--- src/rtl/bcd_display_pkg.sv ---
// Shared types and constants for the BCD seven-segment scan driver.
// Segment patterns are active-low, ordered {g,f,e,d,c,b,a}.
package bcd_display_pkg;

    typedef logic [6:0] seg_t;

    // Capture register layout: 1 + 3*4 = 13 bits.
    typedef struct packed {
        logic       thousands;
        logic [3:0] hundreds;
        logic [3:0] tens;
        logic [3:0] ones;
    } digits_t;

    localparam seg_t SEG_0     = 7'b1000000;
    localparam seg_t SEG_1     = 7'b1111001;
    localparam seg_t SEG_2     = 7'b0100100;
    localparam seg_t SEG_3     = 7'b0110000;
    localparam seg_t SEG_4     = 7'b0011001;
    localparam seg_t SEG_5     = 7'b0010010;
    localparam seg_t SEG_6     = 7'b0000010;
    localparam seg_t SEG_7     = 7'b1111000;
    localparam seg_t SEG_8     = 7'b0000000;
    localparam seg_t SEG_9     = 7'b0010000;
    localparam seg_t SEG_DASH  = 7'b0111111;
    localparam seg_t SEG_BLANK = 7'b1111111;

    localparam logic [3:0] AN_OFF = 4'b1111;

    // Digit selected for a scan slot; thousands is zero-extended.
    function automatic logic [3:0] digit_at(input digits_t d, input logic [1:0] idx);
        logic [3:0] digit;
        case (idx)
            2'd0:    digit = d.ones;
            2'd1:    digit = d.tens;
            2'd2:    digit = d.hundreds;
            default: digit = {3'b000, d.thousands};
        endcase
        return digit;
    endfunction

endpackage

--- src/rtl/bcd_to_seg_decoder.sv ---
// Combinational BCD to active-low seven-segment decoder.
// Codes 10-15 render as a dash so bad converter output is visible.
module bcd_to_seg_decoder
    import bcd_display_pkg::*;
(
    input  logic [3:0] bcd_i,
    output seg_t       seg_o
);

    always_comb begin
        seg_o = SEG_DASH;
        case (bcd_i)
            4'd0:    seg_o = SEG_0;
            4'd1:    seg_o = SEG_1;
            4'd2:    seg_o = SEG_2;
            4'd3:    seg_o = SEG_3;
            4'd4:    seg_o = SEG_4;
            4'd5:    seg_o = SEG_5;
            4'd6:    seg_o = SEG_6;
            4'd7:    seg_o = SEG_7;
            4'd8:    seg_o = SEG_8;
            4'd9:    seg_o = SEG_9;
            default: seg_o = SEG_DASH;
        endcase
    end

endmodule

--- src/rtl/bcd_seven_segment_scan.sv ---
// Four-digit common-anode scan driver: captures BCD digits on load and
// multiplexes them, CLK_DIV cycles per digit. Optional BCD_SCAN_LEADING_ZERO_BLANK_EN.
module bcd_seven_segment_scan
    import bcd_display_pkg::*;
#(
    parameter int CLK_DIV = 100000,
    parameter int CNT_W   = $clog2(CLK_DIV)
) (
    input  logic       clk,
    input  logic       reset,
    input  logic       load,
    input  logic [3:0] ones,
    input  logic [3:0] tens,
    input  logic [3:0] hundreds,
    input  logic       thousands,
    output logic [3:0] an,
    output logic [6:0] seg,
    output logic       dp
);

    logic [CNT_W-1:0] cnt_q, cnt_d;
    logic [1:0]       idx_q, idx_d;
    digits_t          cap_q, cap_d;
    logic [3:0]       an_q, an_d;
    seg_t             seg_q, seg_d;

    logic             cnt_wrap;
    logic [3:0]       digit_sel;
    seg_t             seg_dec;
    logic [3:0]       blank_vec;
    logic             blank_sel;

    assign cnt_wrap = (cnt_q == CNT_W'(CLK_DIV - 1));
    assign cnt_d    = cnt_wrap ? '0 : cnt_q + CNT_W'(1);
    assign idx_d    = cnt_wrap ? idx_q + 2'd1 : idx_q;
    assign cap_d    = load ? '{thousands: thousands, hundreds: hundreds, tens: tens, ones: ones}
                           : cap_q;

    assign digit_sel = digit_at(cap_q, idx_q);

    bcd_to_seg_decoder u_decoder (
        .bcd_i (digit_sel),
        .seg_o (seg_dec)
    );

`ifdef BCD_SCAN_LEADING_ZERO_BLANK_EN
    // A digit blanks only if it and every higher digit are zero; ones never blanks.
    logic zero_th, zero_hu, zero_te;
    assign zero_th   = ~cap_q.thousands;
    assign zero_hu   = zero_th & (cap_q.hundreds == 4'd0);
    assign zero_te   = zero_hu & (cap_q.tens == 4'd0);
    assign blank_vec = {zero_th, zero_hu, zero_te, 1'b0};
`else
    assign blank_vec = 4'b0000;
`endif

    assign blank_sel = blank_vec[idx_q];
    assign seg_d     = blank_sel ? SEG_BLANK : seg_dec;

    genvar gi;
    generate
        for (gi = 0; gi < 4; gi++) begin : g_anode
            assign an_d[gi] = blank_sel | (idx_q != 2'(gi));
        end
    endgenerate

    // Outputs use the pre-edge idx/capture so an and seg move together.
    always_ff @(posedge clk) begin
        if (reset) begin
            cnt_q <= '0;
            idx_q <= 2'd0;
            cap_q <= '0;
            an_q  <= AN_OFF;
            seg_q <= SEG_BLANK;
        end else begin
            cnt_q <= cnt_d;
            idx_q <= idx_d;
            cap_q <= cap_d;
            an_q  <= an_d;
            seg_q <= seg_d;
        end
    end

    assign an  = an_q;
    assign seg = seg_q;
    assign dp  = 1'b1;

endmodule

--- config.mk ---
export PLATFORM = sky130hd
export DESIGN_NAME = bcd_seven_segment_scan
export DESIGN_NICKNAME = d
export VERILOG_FILES = /design/src/rtl/bcd_display_pkg.sv /design/src/rtl/bcd_to_seg_decoder.sv /design/src/rtl/bcd_seven_segment_scan.sv
export SDC_FILE = /design/constraint.sdc
export NUM_CORES = 1
export LEC_CHECK = 0
export CORE_MARGIN = 8
export CORE_UTILIZATION = 40
export DETAILED_ROUTE_END_ITERATION = 8
export DONT_BUFFER_PORTS = 1
export MAX_ROUTING_LAYER = met4
export PLACE_DENSITY = 0.63
export SETUP_SLACK_MARGIN = 0.2
export SLEW_MARGIN = 5
export SYNTH_ARGS = -nofsm -noshare
export SYNTH_HDL_FRONTEND = slang
export SYNTH_SLANG_ARGS = --single-unit
--- constraint.sdc ---
create_clock -name clk -period 2.59 [get_ports clk]
set_clock_uncertainty 0.05 [all_clocks]
set_input_delay 0.6475 -clock clk [delete_from_list [all_inputs] [get_ports clk]]
set_output_delay 0.6475 -clock clk [all_outputs]
set_load 0.02 [all_outputs]
==> flow_summary.rst <==
.. list-table::
   :header-rows: 1

   * - Metric
     - Value
   * - Clock Path Buffers
     - 2
   * - CTS HTree Levels
     - 2
   * - DP Worst Slack
     - 0.3914 ns
   * - Clock share of power
     - a little over two fifths
   * - Total of warnings raised by yosys
     - 0
   * - Critical path start-end classification
     - reg2reg
   * - Top cell type by total area after synthesis
     - sky130_fd_sc_hd__dfxtp_1
   * - Share of flip-flops with an asynchronous set or reset
     - 0%
   * - Outcome
     - completed
   * - Remaining number of nets flagged by the antenna check after routing
     - 0
   * - Cell types with the largest area share after synthesis
     - sky130_fd_sc_hd__dfxtp_1, sky130_fd_sc_hd__mux2i_1, sky130_fd_sc_hd__ha_1
   * - Net count, final
     - ~220
   * - Logic pwr share
     - approximately 5.3%
   * - Clock-pin transition on the worst setup and hold timing paths
     - around 0.090 ns
   * - Cell-internal power
     - about 0.0011 W
   * - Highest clock frequency the design can meet
     - approximately 470 MHz
   * - Die Height
     - ~84 um
   * - Routability congestion estimate
     - about 0.8
   * - Netlist area before placement
     - roughly 1900 um2
   * - Num rows
     - 25
   * - Post-route design area
     - just over 2000 um2
   * - Pin count of the biggest net entering global routing
     - 21
   * - Final count of negative-setup-slack endpoints
     - 0
   * - Initial core utilization
     - between 40% and 50%
   * - HPWL after detailed placement
     - roughly 2600 um
   * - Number of input and output port buffers inserted
     - 0
   * - Synth-to-layout area growth
     - 9.684%
   * - CTS sink cnt
     - 43
   * - Setup repair after global routing missed its margin
     - no
   * - IO Pins
     - 28
   * - Start point of the worst hold path
     - reset
   * - Global route total overflow
     - 0
   * - GRT Resource Usage Total
     - around a tenth
   * - Total nets after synthesis
     - around 220
   * - Worst Setup Start Kind
     - register
   * - Max-slew violation count
     - 0
   * - Shortest period the worst path allows
     - between 2 and 2.5 ns
   * - Final Worst Setup Slack
     - around 0.47 ns
   * - Via density
     - roughly 5.4
   * - Overall routed net length
     - roughly 3600 um
   * - Synthesis-stage register bit count
     - 43
   * - Sequential share of power
     - between 50% and 60%
   * - Antenna diode count
     - 0
   * - Peak per-stage delay on the critical path
     - about 0.40 ns
   * - Crit end category
     - register
   * - Critical register-to-register path startpoint
     - idx_q[0]
   * - Mapped Avg Cell Area
     - ~9.5 um2
   * - Worst Max-Slew Pin Slew
     - ~0.6 ns
   * - Initial DRC count
     - 110
   * - Share of synthesized area occupied by flip-flops and latches
     - 46.27%
   * - Predominant post-synthesis flop cell
     - sky130_fd_sc_hd__dfxtp_1
   * - Static Leakage
     - between 0.8 and 0.9 nW
   * - Maximum fanout count along the critical path
     - 5
   * - Count of mapped cells out of synthesis
     - between 150 and 200
   * - CP Launch Point
     - idx_q[0]
   * - Post-synth top area share
     - between 40% and 50%
   * - Die width
     - around 84 um
   * - CTS tree
     - built
   * - Power, Total
     - 0.001406 W
   * - Core ar.
     - ~4600 um2
   * - Drt first pass iters
     - 4
   * - Switching share of total power
     - 21.10%
   * - Max Cap Violations
     - 0
   * - Final Hold Violating Endpoints
     - 0
   * - CP cell instances
     - inv_1, ha_1, a22o_2, o21a_1, inv_1, ha_1, a21o_1, a21o_1
   * - Wire length of the first global-routing pass
     - a little over 6000 um
   * - Number of remaining DRC errors
     - 0
   * - Via total after detailed routing
     - between 1000 and 1500
   * - Portion of the clock cycle consumed by the worst path in the final layout
     - 81.71%
   * - CTS resizes
     - 0
   * - Setup TNS Final
     - 0 ns
   * - Number of global-route vias before repair
     - approximately 1300
   * - Peak supply drop
     - approximately 230 uV
   * - Net switching power
     - about 0.00030 W
   * - Cell at the root of the clock tree
     - sky130_fd_sc_hd__clkbuf_8
   * - Number of library cell types mapped by synthesis
     - 37
   * - Full die area
     - roughly 7000 um2
   * - Number of fill cells in the layout
     - ~460
   * - Ratio of total power to cell area
     - between 600 and 700 nW/um2
   * - Max-Slew Margin vs Limit
     - about three fifths
   * - Number of antenna violations at the first check in global routing
     - 0
   * - CP max-delay cell
     - sky130_fd_sc_hd__dfxtp_1
   * - Data arrival time at the worst-slack endpoint
     - roughly 2.3 ns
   * - Clock buffer count from CTS
     - 5
   * - Placement Cell Area
     - roughly 1900 um2
   * - Required time of the worst setup path
     - roughly 2.7 ns
   * - Min-delay worst type
     - in2reg
   * - Post-synth EDFFs
     - 0
   * - Average routed wire per standard cell
     - 14.37 um
   * - Layout cells sized above 1
     - under 10%
   * - Clock insertion delay at the later pin of the skew report
     - slightly below 0.3 ns
-- layout by cell type (no fill, tap or decap), types with 2 or more instances in the layout --
| cell type | n |
|---|---|
| sky130_fd_sc_hd__a21o_1 | 4 |
| sky130_fd_sc_hd__a21oi_1 | 6 |
| sky130_fd_sc_hd__a222oi_1 | 3 |
| sky130_fd_sc_hd__a31oi_1 | 2 |
| sky130_fd_sc_hd__and3_1 | 4 |
| sky130_fd_sc_hd__and4_1 | 4 |
| sky130_fd_sc_hd__buf_4 | 3 |
| sky130_fd_sc_hd__bufinv_16 | 2 |
| sky130_fd_sc_hd__clkbuf_8 | 5 |
| sky130_fd_sc_hd__dfxtp_1 | 43 |
| sky130_fd_sc_hd__ha_1 | 9 |
| sky130_fd_sc_hd__inv_1 | 5 |
| sky130_fd_sc_hd__mux2i_1 | 14 |
| sky130_fd_sc_hd__nand2_1 | 9 |
| sky130_fd_sc_hd__nand3_1 | 5 |
| sky130_fd_sc_hd__nand4_1 | 8 |
| sky130_fd_sc_hd__nor2_1 | 30 |
| sky130_fd_sc_hd__nor4bb_1 | 2 |
| sky130_fd_sc_hd__o21ai_0 | 5 |
| sky130_fd_sc_hd__o21ai_1 | 2 |
| sky130_fd_sc_hd__or2_1 | 2 |
| sky130_fd_sc_hd__or3_1 | 4 |
| sky130_fd_sc_hd__xnor2_1 | 2 |
| sky130_fd_sc_hd__xor2_1 | 10 |
-- per-stage QoR --
stage | instances | util [%] | hold slack (ns)
detailed placement | 240 | 40.93 | 0.4009
global placement | 240 | 40.93 | 0.3769
CTS | 248 | 43.89 | 0.3551
finish | 251 | 44.38 | 0.3667
global route | 251 | 44.38 | 0.3511
floorplan | 196 | - | 0.3629
-- logic make-up (layout without fill, tap and decap cells) --
kind of cell	after synthesis	in the layout	share of synthesized area, %
compound gates	29	29	10.83
xor+xnor	12	12	5.649
fa+ha+maj	9	9	6.053
other cells	1	1	0.2016
flops	43	43	46.27
mux	14	14	7.532
simple gates	73	73	19.97
buf+inv	15	16	3.497
-- critical path, delay by kind of cell (launching register included) --
kind            cells  cell delay, ns
compound gates      4            0.84
fa+ha+maj           2            0.52
flops               1            0.40
buf+inv             2            0.21
-- cells in the mapped netlist, drive strengths merged (3+ instances only) --
| cell type | number |
|---|---|
| a21o | 4 |
| a21oi | 6 |
| a222oi | 3 |
| and3 | 4 |
| and4 | 4 |
| buf | 5 |
| clkbuf | 5 |
| dfxtp | 43 |
| ha | 9 |
| inv | 5 |
| mux2i | 14 |
| nand2 | 9 |
| nand3 | 5 |
| nand4 | 8 |
| nor2 | 30 |
| o21ai | 7 |
| or2 | 3 |
| or3 | 4 |
| xor2 | 10 |
-- layout make-up --
cell class	instances	area (um2)	share of cell area, %
timing repair buffer	3	22.52	1.104
multi-input combinational	138	934.6	45.80
sequential	43	860.8	42.18
inverter	5	18.77	0.9197
tap	54	67.56	3.311
clock inverter	3	67.56	3.311
clock buffer	5	68.82	3.372
-- state kept, by name, indices dropped and copies added, names as in the netlist --
| register | cells |
|---|---|
| an | 4 |
| idx_q | 2 |
| cap_q | 13 |
| cnt_q | 17 |
| seg | 7 |
-- power groups by stage --
stage / Combinational, W / Sequential [W] / Clock, W
2_1_floorplan: 0.0000687 / 0.000727 / 0
3_5_place_dp: 0.0000697 / 0.000732 / 0
3_3_place_gp: 0.0000680 / 0.000732 / 0
6_report: 0.0000743 / 0.000715 / 0.000616
4_1_cts: 0.0000702 / 0.000716 / 0.000631
5_1_grt: 0.0000852 / 0.000719 / 0.000651
-- path summary, 6_finish.rpt --
path	slack (ns)	endpoint	cells past startpoint
worst max-delay path	0.47	seg[1]	8
worst min-delay path	0.37	idx_q[0]	1
worst max register to register	0.47	seg[1]	8
worst min register to register	0.40	cnt_q[0]	1
-- per-layer routing --
metal	routed length [um]	up-vias	track usage (%)	part of all wire [%]
li1	-	688	-	-
met1	1835	642	12.74	51
met2	1558	19	15.25	43
met3	171	2	4.066	4.7
met4	40	0	4.710	1.1
met5	0	-	-	0
-- what timing repair did --
| item | 4_1_cts | 5_1_grt |
|---|---|---|
| hold buffers | 0 | 0 |
| setup buffers | 0 | 3 |
| setup endpoints to repair | 0 | 7 |
Power figures use the tool's default switching activity.
